### config.mk
export PLATFORM = sky130hd
export DESIGN_NAME = pwm_ramp_ctrl
export DESIGN_NICKNAME = d
export VERILOG_FILES = /design/src/rtl/pwm_ramp_pkg.sv /design/src/rtl/pwm_timebase.sv /design/src/rtl/pwm_ramp_ctrl.sv
export SDC_FILE = /design/constraint.sdc
export NUM_CORES = 2
export LEC_CHECK = 0
export CORE_MARGIN = 3
export CORE_UTILIZATION = 55
export DETAILED_ROUTE_END_ITERATION = 8
export PLACE_DENSITY = 0.84
export SYNTH_ARGS = -nofsm -noshare
export SYNTH_HDL_FRONTEND = slang
export SYNTH_SLANG_ARGS = --single-unit
### constraint.sdc
create_clock -name clock -period 7.05 [get_ports clock]
set_input_delay 1.41 -clock clock [delete_from_list [all_inputs] [get_ports clock]]
set_output_delay 1.41 -clock clock [all_outputs]
set_load 0.01 [all_outputs]
### src/rtl/pwm_ramp_pkg.sv
// Shared types and constants for the PWM ramp controller and its timebase.
// CTRL bit1 (irq mask) is only meaningful when PWM_RAMP_IRQ_EN is defined.
package pwm_ramp_pkg;

  typedef enum logic [0:0] {
    ST_IDLE = 1'b0,
    ST_SCAN = 1'b1
  } state_e;

  localparam int TGT_BASE = 0;

  localparam int EN_BIT   = 0;
  localparam int IRQM_BIT = 1;
  localparam int STEP_LSB = 8;
  localparam int STEP_MSB = 15;

  // CTRL and STATUS sit directly above the per-channel target registers.
  function automatic int ctrl_ofs(input int num_ch);
    return TGT_BASE + num_ch;
  endfunction

  function automatic int stat_ofs(input int num_ch);
    return TGT_BASE + num_ch + 1;
  endfunction

endpackage

### src/rtl/pwm_timebase.sv
// Free-running 0..PERIOD counter with a registered tick in the cycle count==PERIOD.
// Shared between the ramp controller and the PWM cores so all agree on the period.
module pwm_timebase #(
  parameter int PERIOD = 100
) (
  input  logic                             clock,
  input  logic                             reset,
  output logic [$clog2(PERIOD+1)-1:0]      count,
  output logic                             period_tick
);

  localparam int CNT_W = $clog2(PERIOD + 1);
  localparam logic [CNT_W-1:0] LAST = CNT_W'(PERIOD);

  logic [CNT_W-1:0] cnt_q, cnt_d;
  logic             tick_q, tick_d;

  always_comb begin
    cnt_d  = (cnt_q == LAST) ? '0 : cnt_q + CNT_W'(1);
    tick_d = (cnt_d == LAST);
  end

  always_ff @(posedge clock or negedge reset) begin
    if (!reset) begin
      cnt_q  <= '0;
      tick_q <= 1'b0;
    end else begin
      cnt_q  <= cnt_d;
      tick_q <= tick_d;
    end
  end

  assign count       = cnt_q;
  assign period_tick = tick_q;

endmodule

### src/rtl/pwm_ramp_ctrl.sv
// Register-mapped controller ramping NUM_CH PWM duties toward their targets once per period.
// Define PWM_RAMP_IRQ_EN to add the masked "ramp complete" irq output and CTRL bit1.
module pwm_ramp_ctrl
  import pwm_ramp_pkg::*;
#(
  parameter int NUM_CH = 4,
  parameter int PERIOD = 100,
  parameter int DUTY_W = 32,
  parameter int ADDR_W = 5
) (
  input  logic                     clock,
  input  logic                     reset,
  input  logic                     wr_en,
  input  logic [ADDR_W-1:0]        wr_addr,
  input  logic [DUTY_W-1:0]        wr_data,
  input  logic [ADDR_W-1:0]        rd_addr,
  output logic [DUTY_W-1:0]        rd_data,
  output logic [NUM_CH*DUTY_W-1:0] duty_out,
  output logic [NUM_CH-1:0]        duty_upd,
  output logic                     period_tick,
  output logic                     busy
`ifdef PWM_RAMP_IRQ_EN
  ,
  output logic                     irq
`endif
);

  localparam int IDX_W = (NUM_CH > 1) ? $clog2(NUM_CH) : 1;
  localparam logic [IDX_W-1:0]  LAST_IDX = IDX_W'(NUM_CH - 1);
  localparam logic [ADDR_W-1:0] CTRL_A   = ADDR_W'(ctrl_ofs(NUM_CH));
  localparam logic [ADDR_W-1:0] STAT_A   = ADDR_W'(stat_ofs(NUM_CH));
  localparam logic [DUTY_W-1:0] MAX_DUTY = DUTY_W'(PERIOD);

  logic [NUM_CH-1:0][DUTY_W-1:0] tgt_q, tgt_d;
  logic [NUM_CH-1:0][DUTY_W-1:0] live_q, live_d;
  logic [NUM_CH-1:0]             upd_q, upd_d;
  logic [NUM_CH-1:0]             status;
  state_e                        state_q, state_d;
  logic [IDX_W-1:0]              idx_q, idx_d;
  logic                          en_q, en_d;
  logic [7:0]                    step_q, step_d;
  logic                          ctrl_wr;
  logic [$clog2(PERIOD+1)-1:0]   tb_cnt_unused;

  function automatic logic [DUTY_W-1:0] clamp_duty(input logic [DUTY_W-1:0] v);
    return (v > MAX_DUTY) ? MAX_DUTY : v;
  endfunction

  // Widened by one bit so live+step can never wrap past the target.
  function automatic logic [DUTY_W-1:0] ramp_step(input logic [DUTY_W-1:0] live,
                                                  input logic [DUTY_W-1:0] tgt,
                                                  input logic [7:0]        step);
    logic [DUTY_W:0] live_x, tgt_x, step_x, sum_x;
    live_x = {1'b0, live};
    tgt_x  = {1'b0, tgt};
    step_x = (DUTY_W+1)'(step);
    sum_x  = live_x + step_x;
    if (step == 8'd0)        return tgt;
    else if (live_x < tgt_x) return (sum_x >= tgt_x) ? tgt : sum_x[DUTY_W-1:0];
    else if (live_x > tgt_x) return (live_x >= tgt_x + step_x) ? live - DUTY_W'(step) : tgt;
    else                     return live;
  endfunction

  pwm_timebase #(.PERIOD(PERIOD)) u_timebase (
    .clock       (clock),
    .reset       (reset),
    .count       (tb_cnt_unused),
    .period_tick (period_tick)
  );

  assign ctrl_wr = wr_en && (wr_addr == CTRL_A);

  always_comb begin
    tgt_d  = tgt_q;
    en_d   = en_q;
    step_d = step_q;
    if (ctrl_wr) begin
      en_d   = wr_data[EN_BIT];
      step_d = wr_data[STEP_MSB:STEP_LSB];
    end
    for (int i = 0; i < NUM_CH; i++) begin
      if (wr_en && (wr_addr == ADDR_W'(TGT_BASE + i))) tgt_d[i] = clamp_duty(wr_data);
    end
  end

  // Scan reads the registered target, so a same-cycle write only affects later scans.
  always_comb begin
    live_d  = live_q;
    upd_d   = '0;
    state_d = state_q;
    idx_d   = idx_q;
    case (state_q)
      ST_IDLE: begin
        idx_d = '0;
        if (period_tick && en_q) state_d = ST_SCAN;
      end
      ST_SCAN: begin
        for (int i = 0; i < NUM_CH; i++) begin
          if (idx_q == IDX_W'(i)) begin
            live_d[i] = ramp_step(live_q[i], tgt_q[i], step_q);
            upd_d[i]  = (live_d[i] != live_q[i]);
          end
        end
        if (idx_q == LAST_IDX) begin
          state_d = ST_IDLE;
          idx_d   = '0;
        end else begin
          idx_d = idx_q + IDX_W'(1);
        end
      end
      default: state_d = ST_IDLE;
    endcase
  end

  always_ff @(posedge clock or negedge reset) begin
    if (!reset) begin
      tgt_q   <= '0;
      live_q  <= '0;
      upd_q   <= '0;
      state_q <= ST_IDLE;
      idx_q   <= '0;
      en_q    <= 1'b0;
      step_q  <= 8'd0;
    end else begin
      tgt_q   <= tgt_d;
      live_q  <= live_d;
      upd_q   <= upd_d;
      state_q <= state_d;
      idx_q   <= idx_d;
      en_q    <= en_d;
      step_q  <= step_d;
    end
  end

  always_comb begin
    for (int i = 0; i < NUM_CH; i++) status[i] = (live_q[i] == tgt_q[i]);
  end

`ifdef PWM_RAMP_IRQ_EN
  logic irqm_q, irqm_d;
  logic chg_q, chg_d;
  logic irq_q, irq_d;
  logic all_eq;
  logic scan_last;

  // Completion is judged on the post-update duties and the post-write targets.
  always_comb begin
    all_eq = 1'b1;
    for (int i = 0; i < NUM_CH; i++) begin
      if (live_d[i] != tgt_d[i]) all_eq = 1'b0;
    end
    scan_last = (state_q == ST_SCAN) && (idx_q == LAST_IDX);
    chg_d     = (state_q == ST_SCAN) ? (chg_q | (|upd_d)) : 1'b0;
    irqm_d    = ctrl_wr ? wr_data[IRQM_BIT] : irqm_q;
    irq_d     = irq_q;
    if (ctrl_wr)                                         irq_d = 1'b0;
    else if (scan_last && (chg_q || (|upd_d)) && all_eq) irq_d = 1'b1;
  end

  always_ff @(posedge clock or negedge reset) begin
    if (!reset) begin
      irqm_q <= 1'b0;
      chg_q  <= 1'b0;
      irq_q  <= 1'b0;
    end else begin
      irqm_q <= irqm_d;
      chg_q  <= chg_d;
      irq_q  <= irq_d;
    end
  end

  assign irq = irq_q & irqm_q;
`endif

  always_comb begin
    rd_data = '0;
    for (int i = 0; i < NUM_CH; i++) begin
      if (rd_addr == ADDR_W'(TGT_BASE + i)) rd_data = tgt_q[i];
    end
    if (rd_addr == CTRL_A) begin
      rd_data[EN_BIT]            = en_q;
      rd_data[STEP_MSB:STEP_LSB] = step_q;
`ifdef PWM_RAMP_IRQ_EN
      rd_data[IRQM_BIT]          = irqm_q;
`endif
    end
    if (rd_addr == STAT_A) rd_data[NUM_CH-1:0] = status;
  end

  assign duty_out = live_q;
  assign duty_upd = upd_q;
  assign busy     = (state_q == ST_SCAN);

endmodule

==> flow_summary.yaml <==
power:
  total_leakage_power_nw: 18.89
  power_per_cell_area_mw_per_mm2: 197.3
  vdd.ir_drop.worst_mv: 0.2101
place:
  placement.io_buffers: 210
  final_gp_congestion: 1.117
  placement.setup.worst_slack_ns: -0.05324
  detailed_place_hpwl_um: 127300
route:
  detail_route.wl_per_cell_um: 28.09
  detailedRoute.firstPassIterationCount: 8
  final_antenna_net_count: 0
  via_per_inst: 7.052
  total_vias_in_the_final_route: 41580
  drt-initial-drc-count: 6108
  routed_wl_um: 165600
  drc: 0
min_path:
  min_path_cells: 1
  holdCritPathClass: "flop to flop"
logic_synthesis:
  postSynth.topFlopCell: "sky130_fd_sc_hd__dfrtp_1"
  postSynth.asyncResetShare: 1.000
  syn_area_per_cell_um2: 7.662
  sequential_share_of_the_synthesized_area: 0.1935
  ys.warnings.count: 0
  synth-edff-count: 0
  netlist_area_mm2: 0.03620
  post_synth_num_cell_types: 101
  syn_nets: 5268
  yosys_register_bits: 280
  syn_inst: 4725
timing:
  hold-worst-slack_ns: 0.5042
  rsz0062_at_grt: "yes"
  achievable-frequency_mhz: 146.6
  layout_worst_path_cycle_share: 0.9677
  period_needed_ns: 6.822
  timing.final.setup_violations: 0
  setup-tns-final_ns: 0
  max-slew-margin-rel: 0.1674
  fin_ws_ns: 0.2276
  finalMaxSlewViolations: 0
  fin_clk_skew_ns: 0.02704
  timing.final.hold_violations: 0
  max_slew.worst_pin.slew_ns: 1.244
grt:
  groute.usage.overall: 0.4572
  grt_pass1_vias: 38670
  grt_max_degree: 116
  grt-ovfl-total: 0
  antenna_violations_before_repair: 6
  grt_first_pass_wirelength_um: 244000
cells_and_area:
  mostFrequentLayoutCells: "sky130_fd_sc_hd__ha_1 (486), sky130_fd_sc_hd__nand2_1 (431), sky130_fd_sc_hd__a21oi_1 (359)"
  area_delta_synth_final_pct: 16.48
  multiInputGateArea_mm2: 0.02731
  layout-drive-gt1-share: 0.09923
  nFillCells: 5718
  mostFrequentLayoutCell: "sky130_fd_sc_hd__ha_1"
  design.final.nets: 5553
  ff_latch_area_mm2: 0.007008
worst_setup_path:
  sort_of_element_at_the_start_of_the_critical_path: "flop"
  critPathMostFrequentCell: "sky130_fd_sc_hd__buf_4"
  data_arrival_time_of_the_worst_path_ns: 7.25
  timing.critical_path.max_delay_family: "compound AO/OA/AOI/OAI gates"
  crit_path_kind: "flop to flop"
  ff2ff_path_depth: 27
  critical_path.endpoint_type: "flop"
  critical_path.max_fanout: 11
  slowest_stage: "sky130_fd_sc_hd__a221oi_1"
  worstPathRequired_ns: 7.48
  max_stage_delay_ns: 0.46
  crit_buf_inv: 6
  worst-r2r-setup-slack_ns: 0.23
  worstSetupPathDepth: 27
clocking:
  cts_inserted_buffers: 38
  clk-insertion-delay-late_ns: 0.60
  cts_sink_cnt: 280
  cts_hold_repair.buffers: 0
  cts-htree-levels: 2
  buffer_levels_on_the_longest_clock_path: 3
  clock-root-buffer: "sky130_fd_sc_hd__clkbuf_16"
  tritoncts: "yes"
  clk_transition_reported_paths_ns: 0.06
floorplanning:
  io_pins: 211
  rows: 93
  initial_utilization: 0.5586
  die_height_um: 262.6
  core_mm2: 0.06481
  die-area_mm2: 0.06894
  die_width_um: 262.6
run:
  max-cap-violations: 0
run_status:
  run_status: "complete, no violations"
## sequential cells by signal, indices dropped and copies added (netlist names)
register	count
duty_out	128
step_q	8
en_q	1
duty_upd	4
idx_q	2
u_timebase.period_tick	1
tgt_q	128
u_timebase.count	7
busy	1
## path summary, 6_finish.rpt
check,startpoint,endpoint
worst max-delay path,step_q[1],duty_upd[3]
worst min-delay path,idx_q[0],idx_q[0]
worst max register to register,step_q[1],duty_upd[3]
worst min register to register,idx_q[0],idx_q[0]
max in group asynchronous,reset,duty_out[106]
min in group asynchronous,reset,duty_out[54]
## where the power goes
group	internal (mW)	total (mW)	switching [mW]	leakage (nW)
Sequential	1.69	1.93	0.239	3.76
Combinational	1.57	4.28	2.71	14.5
Clock	1.23	2.11	0.876	0.639
Total	4.50	8.32	3.82	18.9
## cells in the mapped netlist (all sizes together), types with 38 or more instances
master,count,share of area
nor2,341,0.036
buf,70,0.0095
dfrtp,280,0.19
nand4,128,0.022
ha,486,0.17
xnor2,260,0.063
nand2b,40,0.0069
a21o,66,0.014
o22ai,73,0.013
a31oi,79,0.014
or3,38,0.0066
o211ai,39,0.0081
nand2,435,0.045
and2,73,0.013
inv,247,0.026
o21ai,321,0.045
nor3,130,0.019
a21oi,364,0.051
nor4,87,0.016
and3,51,0.0088
clkbuf,212,0.022
nand3,157,0.022
xor2,70,0.017
a22oi,48,0.010
a211oi,49,0.010
## cells by family after synthesis
family,share of synthesized area
AOI/OAI and AO/OA,0.2587
xor gates and xnor gates,0.07984
adders and majority gates,0.1746
buffers and inverters,0.05727
DFF,0.1935
muxes,0.01196
and+or+nand+nor,0.2241
## area by class of cell
class / count / area share
antenna: 3 / 0.0001780
clock buffer: 52 / 0.02596
clock inverter: 17 / 0.004777
inverter: 249 / 0.02225
multi-input combinational: 3914 / 0.6476
sequential: 280 / 0.1662
tap: 855 / 0.02537
timing repair buffer: 527 / 0.1077
## routing by layer
| metal | GRT usage | wire length, um |
|---|---|---|
| met3 | 0.1561 | 24910 |
| met1 | 0.5942 | 62020 |
| met4 | 0.2387 | 11360 |
| met5 | 0 | 46 |
| met2 | 0.6699 | 67300 |
## stage by stage
| stage | instance area [um2] | total power [mW] | std cells | utilization |
|---|---|---|---|---|
| final | 42170 | 8.322 | 5897 | 0.6506 |
| after global routing | 42160 | 8.612 | 5894 | 0.6505 |
| after CTS | 41950 | 8.052 | 5884 | 0.6472 |
| after detailed placement | 40650 | 5.940 | 5815 | 0.6272 |
| after global placement | 40650 | 5.909 | 5815 | 0.6272 |
| after floorplan | 36200 | 4.347 | 4725 | - |
## repair_timing
item                                    in CTS  in global routing
pin swaps                                    0                 10
endpoints found under the setup margin       1                  6
setup buffers                                0                 10
gates resized for setup                      1                 37
cloned                                       0                  0
No activity file was read; power rests on OpenSTA's default activity.
